## src/rtl/spi_regfile_pkg.sv

```systemverilog
// Shared types and constants for the SPI register-file slave: FSM state
// encoding, command byte field layout and the sample-buffer command address.
package spi_regfile_pkg;

  typedef enum logic [2:0] {
    ST_IDLE    = 3'd0,
    ST_CMD     = 3'd1,
    ST_CFG     = 3'd2,
    ST_STATUS  = 3'd3,
    ST_MEMRD   = 3'd4,
    ST_DISCARD = 3'd5
  } state_t;

  // Command byte: bit 7 selects write, bits 6:0 carry the address.
  localparam int CMD_W      = 8;
  localparam int CMD_WR_BIT = 7;
  localparam int CMD_ADDR_W = 7;

  // Status word shifted out ahead of the sample stream.
  localparam int STATUS_W = 16;

  // Address that selects the status + sample-buffer read.
  localparam logic [CMD_ADDR_W-1:0] MEM_CMD_ADDR = 7'h40;

  // Largest of three widths; sizes the shared MISO shift register.
  function automatic int max3(input int a, input int b, input int c);
    int m;
    m = (a > b) ? a : b;
    return (m > c) ? m : c;
  endfunction

endpackage

```

## src/rtl/spi_edge_sync.sv

```systemverilog
// Brings the asynchronous SPI pins into the clk domain and produces
// single-cycle strobes for SCK edges and chip-select session boundaries.
// Every output is registered: pin-to-strobe latency is 3 clk.
module spi_edge_sync (
  input  logic clk,
  input  logic rst,
  input  logic ncs_spi,
  input  logic sck_spi,
  input  logic mosi_spi,
  output logic sck_rise,
  output logic sck_fall,
  output logic sess_start,
  output logic sess_end,
  output logic mosi_bit
);

  logic sck_meta_r;
  logic sck_sync_r;
  logic sck_prev_r;
  logic ncs_meta_r;
  logic ncs_sync_r;
  logic ncs_prev_r;
  logic mosi_meta_r;
  logic mosi_sync_r;

  // Two-flop synchronisers, edge history and registered edge strobes.
  // The ncs chain resets low so a chip select still held low across reset
  // cannot look like a new falling edge; the session must first end.
  always_ff @(posedge clk) begin
    if (rst) begin
      sck_meta_r  <= 1'b0;
      sck_sync_r  <= 1'b0;
      sck_prev_r  <= 1'b0;
      ncs_meta_r  <= 1'b0;
      ncs_sync_r  <= 1'b0;
      ncs_prev_r  <= 1'b0;
      mosi_meta_r <= 1'b0;
      mosi_sync_r <= 1'b0;
      sck_rise    <= 1'b0;
      sck_fall    <= 1'b0;
      sess_start  <= 1'b0;
      sess_end    <= 1'b0;
      mosi_bit    <= 1'b0;
    end else begin
      sck_meta_r  <= sck_spi;
      sck_sync_r  <= sck_meta_r;
      sck_prev_r  <= sck_sync_r;
      ncs_meta_r  <= ncs_spi;
      ncs_sync_r  <= ncs_meta_r;
      ncs_prev_r  <= ncs_sync_r;
      mosi_meta_r <= mosi_spi;
      mosi_sync_r <= mosi_meta_r;
      sck_rise    <= sck_sync_r & ~sck_prev_r;
      sck_fall    <= ~sck_sync_r & sck_prev_r;
      sess_start  <= ~ncs_sync_r & ncs_prev_r;
      sess_end    <= ncs_sync_r & ~ncs_prev_r;
      mosi_bit    <= mosi_sync_r;
    end
  end

endmodule

```

## src/rtl/spi_regfile_slave.sv

```systemverilog
// SPI mode-0 slave: a command byte selects either a burst of configuration
// register accesses or a status word followed by a streaming sample-buffer
// read. MISO carries the device ID during the command byte.
module spi_regfile_slave
  import spi_regfile_pkg::*;
#(
  parameter int              NUM_CFG   = 4,
  parameter int              CFG_W     = 32,
  parameter int              MEM_AW    = 12,
  parameter int              MEM_DW    = 16,
  parameter logic [7:0]      DEVICE_ID = 8'h90,
  parameter logic [7:0]      VERSION   = 8'h02,
  parameter logic [CFG_W-1:0] CFG_RESET = '0
) (
  input  logic                     clk,
  input  logic                     rst,
  input  logic                     ncs_spi,
  input  logic                     sck_spi,
  input  logic                     mosi_spi,
  output logic                     miso_spi,
  output logic [NUM_CFG*CFG_W-1:0] cfg_out,
  output logic [NUM_CFG-1:0]       cfg_update,
  input  logic [15:0]              status_in,
  output logic [MEM_AW-1:0]        mem_addr,
  input  logic [MEM_DW-1:0]        mem_data
);

  // One left-aligned shift register serves every field that goes out on MISO.
  localparam int TX_W  = max3(CFG_W, MEM_DW, STATUS_W);
  localparam int CNT_W = $clog2(TX_W);
  localparam logic [7:0] ID_BYTE   = DEVICE_ID | VERSION;
  localparam logic [7:0] NUM_CFG_B = 8'(NUM_CFG);
  localparam logic [TX_W-1:0] ID_WORD = TX_W'(ID_BYTE) << (TX_W - CMD_W);

  logic sck_rise_s;
  logic sck_fall_s;
  logic sess_start_s;
  logic sess_end_s;
  logic mosi_bit_s;

  state_t state_r;
  state_t state_nxt_s;

  logic [CNT_W-1:0]         cnt_r;
  logic [CNT_W-1:0]         cnt_last_s;
  logic                     counting_s;
  logic                     word_done_s;
  logic [CFG_W-1:0]         rx_r;
  logic [CFG_W-1:0]         rx_word_s;
  logic [CMD_W-1:0]         cmd_byte_s;
  logic [CMD_ADDR_W-1:0]    cmd_addr_s;
  logic                     cmd_is_cfg_s;
  logic                     wr_r;
  logic [7:0]               idx_r;
  logic [NUM_CFG*CFG_W-1:0] cfg_r;
  logic [NUM_CFG-1:0]       cfg_upd_r;
  logic [CFG_W-1:0]         cfg_rd_s;
  logic [STATUS_W-1:0]      status_r;
  logic [TX_W-1:0]          tx_r;
  logic [TX_W-1:0]          load_word_s;
  logic                     miso_r;
  logic [MEM_AW-1:0]        mem_addr_r;

  spi_edge_sync u_sync (
    .clk        (clk),
    .rst        (rst),
    .ncs_spi    (ncs_spi),
    .sck_spi    (sck_spi),
    .mosi_spi   (mosi_spi),
    .sck_rise   (sck_rise_s),
    .sck_fall   (sck_fall_s),
    .sess_start (sess_start_s),
    .sess_end   (sess_end_s),
    .mosi_bit   (mosi_bit_s)
  );

  // Field length per state and the word-complete strobe on the final rising edge.
  always_comb begin
    cnt_last_s = '0;
    counting_s = 1'b0;
    case (state_r)
      ST_CMD: begin
        cnt_last_s = CNT_W'(CMD_W - 1);
        counting_s = 1'b1;
      end
      ST_CFG: begin
        cnt_last_s = CNT_W'(CFG_W - 1);
        counting_s = 1'b1;
      end
      ST_STATUS: begin
        cnt_last_s = CNT_W'(STATUS_W - 1);
        counting_s = 1'b1;
      end
      ST_MEMRD: begin
        cnt_last_s = CNT_W'(MEM_DW - 1);
        counting_s = 1'b1;
      end
      default: begin
        cnt_last_s = '0;
        counting_s = 1'b0;
      end
    endcase
    word_done_s  = sck_rise_s & counting_s & (cnt_r == cnt_last_s);
    rx_word_s    = {rx_r[CFG_W-2:0], mosi_bit_s};
    cmd_byte_s   = rx_word_s[CMD_W-1:0];
    cmd_addr_s   = cmd_byte_s[CMD_ADDR_W-1:0];
    cmd_is_cfg_s = ({1'b0, cmd_addr_s} < NUM_CFG_B);
  end

  // Read mux for the register under the burst index; out-of-range reads as zero.
  always_comb begin
    cfg_rd_s = '0;
    for (int k = 0; k < NUM_CFG; k++) begin
      cfg_rd_s = cfg_rd_s | ({CFG_W{idx_r == 8'(k)}} & cfg_r[k*CFG_W +: CFG_W]);
    end
  end

  // Left-aligned word to present on MISO when a new field begins.
  always_comb begin
    load_word_s = '0;
    case (state_r)
      ST_CFG:    load_word_s = TX_W'(cfg_rd_s) << (TX_W - CFG_W);
      ST_STATUS: load_word_s = TX_W'(status_r) << (TX_W - STATUS_W);
      ST_MEMRD:  load_word_s = TX_W'(mem_data) << (TX_W - MEM_DW);
      default:   load_word_s = '0;
    endcase
  end

  // Next-state logic; session end overrides everything.
  always_comb begin
    state_nxt_s = state_r;
    if (sess_end_s) begin
      state_nxt_s = ST_IDLE;
    end else begin
      case (state_r)
        ST_IDLE: begin
          if (sess_start_s) state_nxt_s = ST_CMD;
          else              state_nxt_s = ST_IDLE;
        end
        ST_CMD: begin
          if (word_done_s) begin
            if (cmd_is_cfg_s)                     state_nxt_s = ST_CFG;
            else if (cmd_addr_s == MEM_CMD_ADDR)  state_nxt_s = ST_STATUS;
            else                                  state_nxt_s = ST_DISCARD;
          end else begin
            state_nxt_s = ST_CMD;
          end
        end
        ST_STATUS: begin
          if (word_done_s) state_nxt_s = ST_MEMRD;
          else             state_nxt_s = ST_STATUS;
        end
        ST_CFG:     state_nxt_s = ST_CFG;
        ST_MEMRD:   state_nxt_s = ST_MEMRD;
        ST_DISCARD: state_nxt_s = ST_DISCARD;
        default:    state_nxt_s = ST_IDLE;
      endcase
    end
  end

  // FSM state register.
  always_ff @(posedge clk) begin
    if (rst) state_r <= ST_IDLE;
    else     state_r <= state_nxt_s;
  end

  // Bit counter, receive shifter, command latch, burst index and sample address.
  always_ff @(posedge clk) begin
    if (rst) begin
      cnt_r      <= '0;
      rx_r       <= '0;
      wr_r       <= 1'b0;
      idx_r      <= 8'd0;
      status_r   <= '0;
      mem_addr_r <= '0;
    end else begin
      if (sess_start_s || sess_end_s || word_done_s) begin
        cnt_r <= '0;
      end else if (sck_rise_s && counting_s) begin
        cnt_r <= cnt_r + CNT_W'(1);
      end
      if (sck_rise_s) begin
        rx_r <= rx_word_s;
      end
      if (word_done_s && state_r == ST_CMD) begin
        wr_r     <= cmd_byte_s[CMD_WR_BIT];
        idx_r    <= {1'b0, cmd_addr_s};
        status_r <= status_in;
        if (cmd_addr_s == MEM_CMD_ADDR) begin
          mem_addr_r <= '0;
        end
      end else if (word_done_s && state_r == ST_CFG && idx_r < NUM_CFG_B) begin
        idx_r <= idx_r + 8'd1;
      end else if (sck_fall_s && state_r == ST_MEMRD && cnt_r == '0) begin
        mem_addr_r <= mem_addr_r + MEM_AW'(1);
      end
    end
  end

  // MISO shifter: ID at session start, new field loaded on its first falling edge.
  always_ff @(posedge clk) begin
    if (rst) begin
      tx_r   <= '0;
      miso_r <= 1'b0;
    end else if (sess_start_s) begin
      miso_r <= ID_BYTE[7];
      tx_r   <= {ID_WORD[TX_W-2:0], 1'b0};
    end else if (sess_end_s || state_r == ST_IDLE || state_r == ST_DISCARD) begin
      miso_r <= 1'b0;
      tx_r   <= '0;
    end else if (sck_fall_s && cnt_r == '0 && state_r != ST_CMD) begin
      miso_r <= load_word_s[TX_W-1];
      tx_r   <= {load_word_s[TX_W-2:0], 1'b0};
    end else if (sck_fall_s) begin
      miso_r <= tx_r[TX_W-1];
      tx_r   <= {tx_r[TX_W-2:0], 1'b0};
    end
  end

  // Config registers and per-register update strobes; only whole words commit.
  always_ff @(posedge clk) begin
    if (rst) begin
      cfg_r     <= {NUM_CFG{CFG_RESET}};
      cfg_upd_r <= '0;
    end else begin
      cfg_upd_r <= '0;
      if (word_done_s && state_r == ST_CFG && wr_r) begin
        for (int k = 0; k < NUM_CFG; k++) begin
          if (idx_r == 8'(k)) begin
            cfg_r[k*CFG_W +: CFG_W] <= rx_word_s;
            cfg_upd_r[k]            <= 1'b1;
          end
        end
      end
    end
  end

  assign miso_spi   = miso_r;
  assign cfg_out    = cfg_r;
  assign cfg_update = cfg_upd_r;
  assign mem_addr   = mem_addr_r;

endmodule

```

## config.mk

```make
export PLATFORM = sky130hd
export DESIGN_NAME = spi_regfile_slave
export DESIGN_NICKNAME = d
export VERILOG_FILES = /design/src/rtl/spi_regfile_pkg.sv /design/src/rtl/spi_edge_sync.sv /design/src/rtl/spi_regfile_slave.sv
export SDC_FILE = /design/constraint.sdc
export NUM_CORES = 1
export LEC_CHECK = 0
export BUFFER_PORTS_ARGS = -buffer_cell sky130_fd_sc_hd__buf_2
export CELL_PAD_IN_SITES_DETAIL_PLACEMENT = 1
export CELL_PAD_IN_SITES_GLOBAL_PLACEMENT = 2
export CORE_MARGIN = 1
export CORE_UTILIZATION = 38
export CTS_BUF_LIST = sky130_fd_sc_hd__clkbuf_16
export DETAILED_ROUTE_END_ITERATION = 10
export GPL_ROUTABILITY_DRIVEN = 1
export PLACE_DENSITY = 0.82
export RECOVER_POWER = 25
export SKIP_LAST_GASP = 1
export SLEW_MARGIN = 15
export SYNTH_ARGS = -nofsm -noshare
export SYNTH_HDL_FRONTEND = slang
export SYNTH_SLANG_ARGS = --single-unit
```

## constraint.sdc

```tcl
create_clock -name clk -period 3.4 [get_ports clk]
set_input_delay 0.68 -clock clk [delete_from_list [all_inputs] [get_ports clk]]
set_output_delay 0.68 -clock clk [all_outputs]
set_load 0.01 [all_outputs]
```

* Word level (Yosys, flattened, before mapping)
Index checks and enable logic that the tools add are counted.
Storage, ports and cells: register bits 253, latch bits 0, RAM bits 0, bits in read-only memories 0, bits of input ports 37, output and inout port bits 145, logic and storage cells 124, memories 0
Operators by class: $add $sub $neg 3, multipliers 0, divide/modulo/power cells 0, $lt $le $gt $ge 2, equal/unequal tests 13, shifts and indexed selects 0, mux-type cells 27, bitwise logic cells 18, reduce and logical (&&, ||, !) cells 32
Operators with widths (number):
- $and A32 B32 Y32 | 4
- $or A32 B32 Y32 | 3
- $pmux W32 S3 | 1
- $mux W32 | 2
- $mux W30 | 2
- $mux W12 | 4
- $pmux W3 S6 | 1
- $eq A8 B2 Y1 const B | 2
- $pmux W5 S3 | 1
- $mux W7 | 2
- $add A12 B1 Y12 const B | 1
- $mux W3 | 4
- $mux W1 | 10
- $reduce_or A2 Y1 | 5
- $logic_and A1 B1 Y1 | 9
- $add A8 B1 Y8 const B | 1
- $eq A8 B1 Y1 const B | 1
- $logic_not A8 Y1 | 1
- $lt A8 B3 Y1 const B | 1
- $reduce_and A2 Y1 | 4
- $eq A7 B7 Y1 const B | 1
- $lt A7 B3 Y1 const B | 1
- $and A1 B1 Y1 | 6
- $eq A3 B2 Y1 const B | 2
- 15 further kinds | 26

* Longest topological paths before layout
Gate-level depths: netlist of the first run.
word-level depth 9, mapped depth 9, gate-level depth less buffers 6

* Modules after synthesis
From an unflattened synthesis of the first run, not the netlist that was laid out.
Second synthesis, totals: cell total of the unflattened synthesis 1290, area, all modules 10537.6 um^2
Modules (own cells, without submodules):
- spi_regfile_slave | instances 1, cells an instance 1263, area an instance 10158.5 um^2, sequential area each 4804.6 um^2
- spi_edge_sync | instances 1, cells an instance 27, area an instance 379.1 um^2, sequential area each 260.2 um^2

* Worst setup path before layout of the first run
Ideal clock, no wire load.
kind register -> register, from reg idx_r[6], to reg cfg_r[38] (netlist: cfg_out[38]), library setup time 72 ps, arrival time 1956 ps, required time 3328 ps, setup slack 1372 ps, cell stages (with the launch flop) 7, buffers on the path 2, period minus slack after synthesis 2028 ps, cell sequence dfxtp_1 or4_1 nor4_4 and3_1 buf_2 buf_6 mux2i_1
On the way: word-level cells in the longest chain between the ends 2
Ends and longest elaborated chain:
- start, declared | line spi_regfile_slave.sv:54 | logic [7:0] idx_r;
- start signal, assigned | line spi_regfile_slave.sv:187 | idx_r <= {1'b0, cmd_addr_s};
- start signal, assigned | line spi_regfile_slave.sv:193 | idx_r <= idx_r + 8'd1;
- $eq A8 B1 Y1 | line spi_regfile_slave.sv:229 | if (idx_r == 8'(k)) begin
- $reduce_and A2 Y1 (no source line)
- end signal, assigned | line spi_regfile_slave.sv:223 | cfg_r <= {NUM_CFG{CFG_RESET}};
- end signal, assigned by index | line spi_regfile_slave.sv:230 | cfg_r[k*CFG_W +: CFG_W] <= rx_word_s;
- end, declared | line spi_regfile_slave.sv:55 | logic [NUM_CFG*CFG_W-1:0] cfg_r;
No other way between the ends. A chain may end at the register's enable or synchronous reset.

* Final worst setup path of the first run
from in rst, to reg tx_r[18]
On the way: word-level cells in the longest chain between the ends 1
Ends and longest elaborated chain:
- start, declared | line spi_regfile_slave.sv:16 | input logic rst,
- $reduce_or A3 Y1 (no source line)
- end signal, assigned | line spi_regfile_slave.sv:207 | tx_r <= {ID_WORD[TX_W-2:0], 1'b0};
- end signal, assigned | line spi_regfile_slave.sv:213 | tx_r <= {load_word_s[TX_W-2:0], 1'b0};
- end signal, assigned | line spi_regfile_slave.sv:216 | tx_r <= {tx_r[TX_W-2:0], 1'b0};
- end, declared | line spi_regfile_slave.sv:59 | logic [TX_W-1:0] tx_r;
No other way between the ends.

==> impl_metrics.csv, run 1 <==
group,metric,value,unit
setup_path,critical_path_required,3860,ps
sta,finalSetupViolations,0,
synth,synth.yosys.seq_area_share,45.4,%
detailed_routing,via_per_inst,5.49,
synth,synth-xor-area-share,0.471,%
detailed_routing,drtAntennaViolNets,0,
sta,peak_clock_frequency_supported_by_timing,364,MHz
detailed_routing,drt-wirelength-per-cell,20.1,um
layout,fin_nets,1347,
synth,yosys_warnings,0,
sta,post-route-period-util,80.7,%
layout,layout-area-overhead-vs-synth,17.6,%
die,rows,62,
synth,ys_types,61,
setup_path,end_kind,"register",
global_routing,grt.overflow.total,0,
sta,setup_total_negative_slack,0,ps
synth,synth.area.top_cells,"sky130_fd_sc_hd__dfxtp_1 (45%), sky130_fd_sc_hd__mux2i_1 (14%), sky130_fd_sc_hd__nand2b_1 (9.1%)",
sta,timing.clock.skew,9.58,ps
global_routing,grtUsageTotal,22.4,%
clocking,root_buffer,"sky130_fd_sc_hd__clkbuf_16",
synth,synth-edff-count,0,
sta,fin_hold_ws,350,ps
pwr,powerDensity,451,mW/mm^2
placed_design,gp_congestion,0.773,
die,fp.dieH,173,um
synth,synth.cells.most_frequent,"sky130_fd_sc_hd__dfxtp_1 (253), sky130_fd_sc_hd__nand2b_1 (162), sky130_fd_sc_hd__mux2i_1 (161)",
synth,mappedNetlistNets,1214,
synth,yosys.area_share.simple,19.4,%
layout,layout_cells_sized_above_1,14.9,%
sta,finalWorstPathRequiredPeriod,2750,ps
detailed_routing,drt_iter0_markers,523,
synth,synth.mux.area_fraction,14.4,%
synth,avgSynthCellArea,9.54,sq um
clocking,cts-htree-levels,1,
synth,postSynth.topFlopCell,"sky130_fd_sc_hd__dfxtp_1",
global_routing,global_route.usage.met2,36.3,%
clocking,clock_tree_from_tritoncts,"done",
synth,most_frequently_used_cell_type_in_the_post_synthesis_netlist,"sky130_fd_sc_hd__dfxtp_1",
clocking,cts_buffer_depth,3,
pwr,ir_worst_vdd,354,uV
pwr,cellLeakagePower,0.00536,uW
detailed_routing,dr_total_vias,9387,
placed_design,port_buffers,181,
synth,synth_top_family_by_area,"simple AND/OR/NAND/NOR gates",
detailed_routing,route.final.wire_length,34400,um
clocking,cts_buffers,28,
sta,hold_viol_final,0,
placed_design,dp_hpwl,22500,um
die,die_width,173,um
global_routing,grt-busiest-layer,"met2",
synth,synth.top_cell.area_share,45.4,%
global_routing,grt_max_degree,92,
clocking,cts_resized,0,
layout,num_antenna_cells,0,
clocking,cts.sinks,253,
setup_path,timing_worst_setup_path_type,"in2reg",
outcome,violations,"capacitance limit, slew limit",
die,boundaryPins,182,
global_routing,grt.met3_usage,3.31,%
global_routing,first_global_vias,9541,
global_routing,grtUsageMet1,30.7,%
die,floorplan.initialDensity,38.8,%
clocking,clk_pin_slew,60,ps
hold_path,min_path_type,"in2reg",
sta,worst_pin_slew,1540,ps
global_routing,grt_first_pass_wirelength,54300,um
synth,netlist_area,0.0112,sq mm
clocking,cts-hold-fix-buffers,0,
synth,cell_type_with_the_largest_total_area_after_synthesis,"sky130_fd_sc_hd__dfxtp_1",
synth,asyncSetResetFlopFracSynth,0,%
flow_run,cap_violations,1,
global_routing,grt_antenna_before_repair,1,
outcome,run_status,"complete, but fails checks",
detailed_routing,dr.pass1.iters,5,
setup_path,endpoint_arrival_time_on_the_critical_path,3200,ps
sta,slew_headroom,-2.53,%
setup_path,crit_fanout,91,
synth,number_of_storage_elements_in_the_synthesis_netlist,253,
synth,synth-compound-area-share,15.4,%
pwr,post-layout-total-power,5920,uW
clocking,postCtsSetupBuffers,0,
die,die_area,0.0301,sq mm
setup_path,crit_path_start_kind,"primary input",
synth,synthesis.instances,1170,
synth,yosys.area_share.adder,0.784,%
detailed_routing,drcViolationCount,0,
sta,count_of_pins_over_their_slew_limit,91,
sta,rsz0062_at_grt,"false",
clocking,worst_skew_pair.late_latency,540,ps
die,coreArea,0.0288,sq mm
[area by class of cell]
class | instances | area [sq um]
well taps | 384 | 480
inverters | 14 | 52.6
clock buffers | 29 | 726
flip-flops and latches | 253 | 5070
clock inverters | 23 | 120
multi-input cells | 804 | 5670
fillers | 3370 | 15600
repair buffers | 202 | 1030
[placed cells by master, fill, tap and decap left out, types with 4 or more instances in the layout]
cell type,instances
sky130_fd_sc_hd__nor2b_1,12
sky130_fd_sc_hd__a22oi_1,32
sky130_fd_sc_hd__or3_1,17
sky130_fd_sc_hd__or4_1,5
sky130_fd_sc_hd__o22ai_1,13
sky130_fd_sc_hd__buf_2,125
sky130_fd_sc_hd__nor4b_1,4
sky130_fd_sc_hd__a31oi_1,19
sky130_fd_sc_hd__o21ai_0,22
sky130_fd_sc_hd__clkinv_2,6
sky130_fd_sc_hd__nor2_1,40
sky130_fd_sc_hd__and3_1,9
sky130_fd_sc_hd__nand2_1,84
sky130_fd_sc_hd__nand2b_1,162
sky130_fd_sc_hd__clkbuf_1,56
sky130_fd_sc_hd__a221oi_1,18
sky130_fd_sc_hd__a22o_1,16
sky130_fd_sc_hd__ha_1,4
sky130_fd_sc_hd__mux2i_1,161
sky130_fd_sc_hd__a211oi_1,13
sky130_fd_sc_hd__buf_4,16
sky130_fd_sc_hd__a222oi_1,16
sky130_fd_sc_hd__clkinv_1,9
sky130_fd_sc_hd__dfxtp_1,251
sky130_fd_sc_hd__nor4_1,5
sky130_fd_sc_hd__nand3_1,10
sky130_fd_sc_hd__o211ai_1,17
sky130_fd_sc_hd__clkbuf_16,29
sky130_fd_sc_hd__inv_1,21
sky130_fd_sc_hd__nor3b_1,10
sky130_fd_sc_hd__a21oi_1,45
sky130_fd_sc_hd__xor2_1,4
sky130_fd_sc_hd__o21ai_1,11
[path summary, 6_finish.rpt]
| check | slack, ps | startpoint | depth (start not counted) | end |
|---|---|---|---|---|
| setup / recovery | 650 | rst | 6 | tx_r[18] |
| hold / removal | 350 | mosi_spi | 2 | u_sync.mosi_meta_r |
| setup reg to reg | 820 | state_r[2] | 5 | mem_addr[2] |
| hold reg to reg | 400 | u_sync.sck_prev_r | 1 | u_sync.sck_rise |
[stage by stage]
step / std cells / cell area (sq um) / setup WS [ps] / util [%]
finish: 1709 / 13100 / 655 / 45.6
global route: 1709 / 13100 / 410 / 45.6
CTS: 1709 / 13200 / 879 / 45.9
detailed placement: 1657 / 12400 / 898 / 43.0
global placement: 1657 / 12400 / 987 / 43.0
floorplan: 1170 / 11200 / 1370 / -
[power by group]
part | leakage (uW) | switching (uW) | internal [uW]
Combinational | 0.00287 | 71.4 | 60.2
Sequential | 0.00204 | 4.46 | 2970
Clock | 0.000446 | 1210 | 1600
Total | 0.00536 | 1290 | 4630
[cells by family after synthesis]
family,count (synthesis)
flops,253
fa+ha+maj,7
compound gates,246
xor+xnor,6
buf+inv,113
simple gates,384
mux,161
[critical path, stage by stage]
cell and delay, ps:
sky130_fd_sc_hd__clkbuf_2 780, sky130_fd_sc_hd__nor3_1 680, sky130_fd_sc_hd__a21boi_4 260, sky130_fd_sc_hd__buf_4 380, sky130_fd_sc_hd__o21ai_0 160, sky130_fd_sc_hd__o22ai_1 210
[sequential cells by signal, indices dropped and copies added, names as in the netlist, 3 cells and up]
register    flops
mem_addr       12
tx_r           31
cfg_out       128
state_r         3
cfg_update      4
rx_r           31
cnt_r           5
idx_r           8
status_r       16
[layer usage]
layer / up-vias / routed length (um)
met2: 213 / 15900
li1: 4465 / -
met1: 4658 / 16200
met3: 49 / 1440
met5: - / 10
met4: 2 / 799
(Power assumes the default switching activity.)
==> run 2: changes to the inputs <==
--- a/config.mk
+++ b/config.mk
@@ -9,11 +9,11 @@
 export CELL_PAD_IN_SITES_DETAIL_PLACEMENT = 1
 export CELL_PAD_IN_SITES_GLOBAL_PLACEMENT = 2
 export CORE_MARGIN = 1
-export CORE_UTILIZATION = 38
+export CORE_UTILIZATION = 32
 export CTS_BUF_LIST = sky130_fd_sc_hd__clkbuf_16
 export DETAILED_ROUTE_END_ITERATION = 10
 export GPL_ROUTABILITY_DRIVEN = 1
-export PLACE_DENSITY = 0.82
+export PLACE_DENSITY = 0.74
 export RECOVER_POWER = 25
 export SKIP_LAST_GASP = 1
 export SLEW_MARGIN = 15
==> constraint.sdc (replaced) <==
create_clock -name clk -period 2.3 [get_ports clk]
set_input_delay 0.46 -clock clk [delete_from_list [all_inputs] [get_ports clk]]
set_output_delay 0.46 -clock clk [all_outputs]
set_load 0.01 [all_outputs]
==> run 2 against run 1 <==
Compared with the run above:
- the run still ends with capacitance limit, slew limit left
- sequential share of layout area fell by 1.5 points
- clock power rose by 69%
- global-route usage fell by 3.0 points
- largest cell class unchanged
- highest routed layer is now met4
==> impl_metrics.csv, run 2 (synthesis gave the netlist of run 1 again) <==
group,metric,value,unit
layout,design_area,0.0137,sq mm
layout,final.fill_count,4005,
setup_path,end_kind,"register",
global_routing,first_global_vias,9558,
sta,post-route-period-util,93.0,%
pwr,cellLeakagePower,0.00561,uW
sta,rsz0062_at_grt,"false",
sta,setup_total_negative_slack,0,ps
die,die_width,189,um
placed_design,dp_hpwl,23700,um
global_routing,grt-busiest-layer,"met2",
layout,fin_nets,1380,
clocking,cts_buffer_depth,3,
detailed_routing,dr.pass1.iters,6,
detailed_routing,dr_total_vias,9468,
detailed_routing,via_per_inst,5.22,
layout,layout_cells_sized_above_1,17.2,%
detailed_routing,drcViolationCount,0,
hold_path,min_path_type,"in2reg",
clocking,worst_skew_pair.late_latency,560,ps
global_routing,grt_first_pass_wirelength,55200,um
clocking,clock_tree_from_tritoncts,"done",
sta,finalWorstPathRequiredPeriod,2140,ps
global_routing,grt.met3_usage,2.05,%
clocking,cts.sinks,253,
sta,worst_pin_slew,1690,ps
die,boundaryPins,182,
placed_design,dpl_cell_area,0.0128,sq mm
layout,layout_commonest_cell,"sky130_fd_sc_hd__dfxtp_1",
layout,fin_util,39.6,%
global_routing,grtUsageTotal,19.4,%
clocking,root_buffer,"sky130_fd_sc_hd__clkbuf_16",
layout,layout-area-overhead-vs-synth,22.3,%
pwr,powerDensity,686,mW/mm^2
outcome,violations,"capacitance limit, slew limit",
detailed_routing,drt-wirelength-per-cell,19.2,um
sta,slew_headroom,-12.7,%
placed_design,port_buffers,181,
setup_path,endpoint_arrival_time_on_the_critical_path,2620,ps
sta,timing.clock.skew,12.8,ps
global_routing,grt.overflow.total,0,
global_routing,grtUsageMet1,27.4,%
placed_design,gp_congestion,0.775,
sta,hold_viol_final,0,
pwr,ir_worst_vdd,531,uV
layout,num_antenna_cells,0,
setup_path,timing_worst_setup_path_type,"reg2reg",
layout,largest_reg_flops,128,
clocking,cts_resized,0,
clocking,cts-hold-fix-buffers,0,
die,coreArea,0.0345,sq mm
global_routing,grt_max_degree,100,
detailed_routing,drt_iter0_markers,590,
outcome,run_status,"complete, but fails checks",
die,floorplan.initialDensity,32.4,%
clocking,cts_buffers,31,
setup_path,crit_path_start_kind,"register",
die,fp.dieH,189,um
layout,layout.cells.most_common_list,"sky130_fd_sc_hd__dfxtp_1 (251), sky130_fd_sc_hd__nand2b_1 (162), sky130_fd_sc_hd__mux2i_1 (161)",
setup_path,crit_fanout,18,
sta,count_of_pins_over_their_slew_limit,100,
die,die_area,0.0356,sq mm
die,rows,68,
flow_run,cap_violations,1,
detailed_routing,drtAntennaViolNets,0,
global_routing,grt_antenna_before_repair,0,
global_routing,global_route.usage.met2,31.5,%
sta,finalSetupViolations,0,
clocking,clk_pin_slew,60,ps
setup_path,critical_path_required,2780,ps
sta,peak_clock_frequency_supported_by_timing,468,MHz
clocking,cts-htree-levels,1,
detailed_routing,route.final.wire_length,34900,um
clocking,postCtsSetupBuffers,0,
run 2: where the power goes:
| group | switching, uW | leakage [uW] | internal (uW) |
|---|---|---|---|
| logic | 116 | 0.00306 | 93.2 |
| registers | 7.59 | 0.00204 | 4390 |
| clock network | 1900 | 0.000506 | 2860 |
run 2: stage by stage:
stage | hold WS [ps] | instances | total power [uW] | worst slack (ps)
finish | 91.7 | 1813 | 9370 | 161
global route | 89.2 | 1813 | 9680 | 31.2
CTS | 86.9 | 1813 | 9490 | 142
detailed placement | 391 | 1758 | 4710 | 151
global placement | 383 | 1758 | 4710 | 232
floorplan | 383 | 1170 | 4620 | 272
run 2: metal layers:
| layer | vias up | routed length, um |
|---|---|---|
| li1 | 4541 | - |
| met1 | 4698 | 16900 |
| met2 | 183 | 16100 |
| met3 | 46 | 1270 |
| met4 | 0 | 660 |
| met5 | - | 0 |
run 2: final cells by class:
| cell class | instances | area [sq um] | area share (%) |
|---|---|---|---|
| multi-input combinational | 804 | 5670 | 41.5 |
| sequential | 253 | 5070 | 37.1 |
| timing repair buffer | 232 | 1320 | 9.67 |
| clock buffer | 31 | 776 | 5.68 |
| tap | 455 | 569 | 4.17 |
| clock inverter | 24 | 208 | 1.52 |
| inverter | 14 | 52.6 | 0.385 |
run 2: worst max-delay path, stage by stage (launching register included):
cell	delay, ps
sky130_fd_sc_hd__dfxtp_1	330
sky130_fd_sc_hd__inv_1	130
sky130_fd_sc_hd__ha_2	590
sky130_fd_sc_hd__buf_4	300
sky130_fd_sc_hd__a22o_1	170
sky130_fd_sc_hd__a221oi_1	50
sky130_fd_sc_hd__or3_1	320
sky130_fd_sc_hd__a31oi_1	170
run 2: path summary, 6_finish.rpt:
kind,from,to,slack (ps),cells past startpoint
worst min-delay path,rst,u_sync.ncs_meta_r,90,2
worst max register to register,idx_r[0],tx_r[4],160,7
worst min register to register,u_sync.sck_prev_r,u_sync.sck_rise,400,1
worst max-delay path,idx_r[0],tx_r[4],160,7
==> run 3: changes to the inputs <==
--- a/config.mk
+++ b/config.mk
@@ -8,7 +8,7 @@
 export BUFFER_PORTS_ARGS = -buffer_cell sky130_fd_sc_hd__buf_2
 export CELL_PAD_IN_SITES_DETAIL_PLACEMENT = 1
 export CELL_PAD_IN_SITES_GLOBAL_PLACEMENT = 2
-export CORE_MARGIN = 1
+export CORE_MARGIN = 5
 export CORE_UTILIZATION = 32
 export CTS_BUF_LIST = sky130_fd_sc_hd__clkbuf_16
 export DETAILED_ROUTE_END_ITERATION = 10
==> run 3 against run 2 <==
Compared with the run above:
- the flow now finishes without violations
- first-iteration DRC count fell by 16%
- design area fell by 0.31%
- clock skew rose by 1.5 ps
- sequential cell count did not move
- clock power fell by 4%
- largest cell class unchanged
- sequential share of layout area rose by 0.12 points
- core utilization fell by 0.12 points
- largest power group unchanged
- non-clock buffer count fell by 2
- combinational power fell by 2%
- die area rose by 8.7%
- maximum frequency fell by 1.6%
==> impl_metrics.csv, run 3 (synthesis gave the netlist of run 1 again) <==
group,metric,value,unit
pwr,ir_worst_vdd,507,uV
global_routing,grt_first_pass_wirelength,56900,um
sta,hold_viol_final,0,
sta,worst_pin_slew,1460,ps
hold_path,min_path_type,"in2reg",
clocking,worst_skew_pair.late_latency,540,ps
hold_path,hold_path_startpoint,"sck_spi",
detailed_routing,drtAntennaViolNets,0,
setup_path,worst_r2r_startpoint,"state_r[0]",
detailed_routing,route.final.wire_length,36200,um
setup_path,crit_path_start_kind,"register",
outcome,run_status,"finished clean",
die,coreArea,0.0345,sq mm
pwr,cellLeakagePower,0.00561,uW
sta,rsz0062_at_grt,"false",
sta,finalSetupViolations,0,
die,rows,68,
setup_path,timing.reg2reg.setup_slack,130,ps
detailed_routing,drt-wirelength-per-cell,20.0,um
clocking,clk_pin_slew,60,ps
global_routing,first_global_vias,9777,
setup_path,endpoint_arrival_time_on_the_critical_path,2520,ps
layout,num_antenna_cells,0,
detailed_routing,dr.pass1.iters,6,
placed_design,port_buffers,181,
clocking,postCtsSetupBuffers,0,
pwr,powerDensity,675,mW/mm^2
clocking,clock_tree_from_tritoncts,"done",
layout,layout.cells.most_common_list,"sky130_fd_sc_hd__dfxtp_1 (251), sky130_fd_sc_hd__nand2b_1 (162), sky130_fd_sc_hd__mux2i_1 (161)",
clocking,cts_buffer_depth,3,
die,fp.dieH,197,um
sta,count_of_pins_over_their_slew_limit,0,
global_routing,grt.overflow.total,0,
clocking,root_buffer,"sky130_fd_sc_hd__clkbuf_16",
global_routing,grtUsageTotal,18.0,%
sta,slew_headroom,2.80,%
die,die_area,0.0387,sq mm
clocking,cts_buffers,30,
clocking,cts-htree-levels,1,
die,floorplan.initialDensity,32.4,%
sta,setup_total_negative_slack,0,ps
setup_path,crit_fanout,16,
layout,layout_commonest_cell,"sky130_fd_sc_hd__dfxtp_1",
hold_path,hold_path_sink,"u_sync.sck_meta_r",
layout,largest_reg_flops,128,
placed_design,place_ws,133,ps
layout,layout-area-overhead-vs-synth,22.0,%
layout,layout_cells_sized_above_1,17.0,%
clocking,cts.sinks,253,
setup_path,end_kind,"register",
hold_path,min_path_cells,2,
setup_path,timing_worst_setup_path_type,"reg2reg",
placed_design,dp_hpwl,24800,um
detailed_routing,drcViolationCount,0,
global_routing,grt_max_degree,157,
sta,post-route-period-util,94.5,%
clocking,cts_resized,0,
sta,finalWorstSetupSlack,126,ps
placed_design,gp_congestion,0.811,
layout,fin_nets,1377,
detailed_routing,via_per_inst,5.23,
global_routing,grt_antenna_before_repair,1,
layout,fin_util,39.5,%
detailed_routing,dr_total_vias,9459,
sta,timing.clock.skew,14.3,ps
detailed_routing,drt_iter0_markers,496,
setup_path,r2r_cells,5,
die,boundaryPins,182,
setup_path,r2r_end,"status_r[3]",
die,die_width,197,um
sta,finalWorstPathRequiredPeriod,2170,ps
sta,peak_clock_frequency_supported_by_timing,460,MHz
setup_path,critical_path_required,2650,ps
flow_run,cap_violations,0,
sta,fin_hold_ws,122,ps
clocking,cts-hold-fix-buffers,0,
## run 3: power breakdown
group          internal [uW]  leakage [uW]  switching, uW  total, uW
combinational           91.5       0.00306            113        205
clock                   2740      0.000508           1850       4590
sequential              4390       0.00204           6.54       4400
## run 3: cell type report
cell class | count | area, sq um
Tap cell | 455 | 569
Inverter | 14 | 52.6
Fill cell | 4015 | 20800
Multi-Input combinational cell | 804 | 5670
Sequential cell | 253 | 5070
Timing Repair Buffer | 230 | 1310
Clock inverter | 23 | 171
Clock buffer | 31 | 776
## run 3: stage by stage
| step | area (sq um) | instances | total power (uW) |
|---|---|---|---|
| after floorplan | 11200 | 1170 | 4620 |
| after global placement | 12700 | 1756 | 4700 |
| after detailed placement | 12700 | 1756 | 4700 |
| after CTS | 13700 | 1810 | 9340 |
| after global routing | 13600 | 1810 | 9530 |
| final | 13600 | 1810 | 9190 |
## run 3: metal layers
metal  vias to the layer above  global-route usage [%]  wire (um)
met2                       212                    29.2      16600
met4                         0                    3.60        507
li1                       4538                       -          -
met3                        35                    3.06       1900
met1                      4674                    25.4      17200
met5                         -                       0          0
## run 3: how the worst max path moves through the flow
stage / from / end / cells past startpoint
3_3_place_gp: idx_r[6] / cfg_out[34] / 5
2_1_floorplan: idx_r[6] / cfg_out[38] / 6
3_5_place_dp: idx_r[6] / cfg_out[36] / 5
4_1_cts: idx_r[6] / cfg_out[55] / 5
5_1_grt: state_r[0] / mem_addr[11] / 5
6_report: state_r[0] / status_r[3] / 5
## run 3: critical path: stages (launching register included)
cell and delay, ps:
sky130_fd_sc_hd__dfxtp_1 590, sky130_fd_sc_hd__or3b_2 560, sky130_fd_sc_hd__or4_1 450, sky130_fd_sc_hd__buf_4 230, sky130_fd_sc_hd__nand2_1 90, sky130_fd_sc_hd__a21oi_1 60
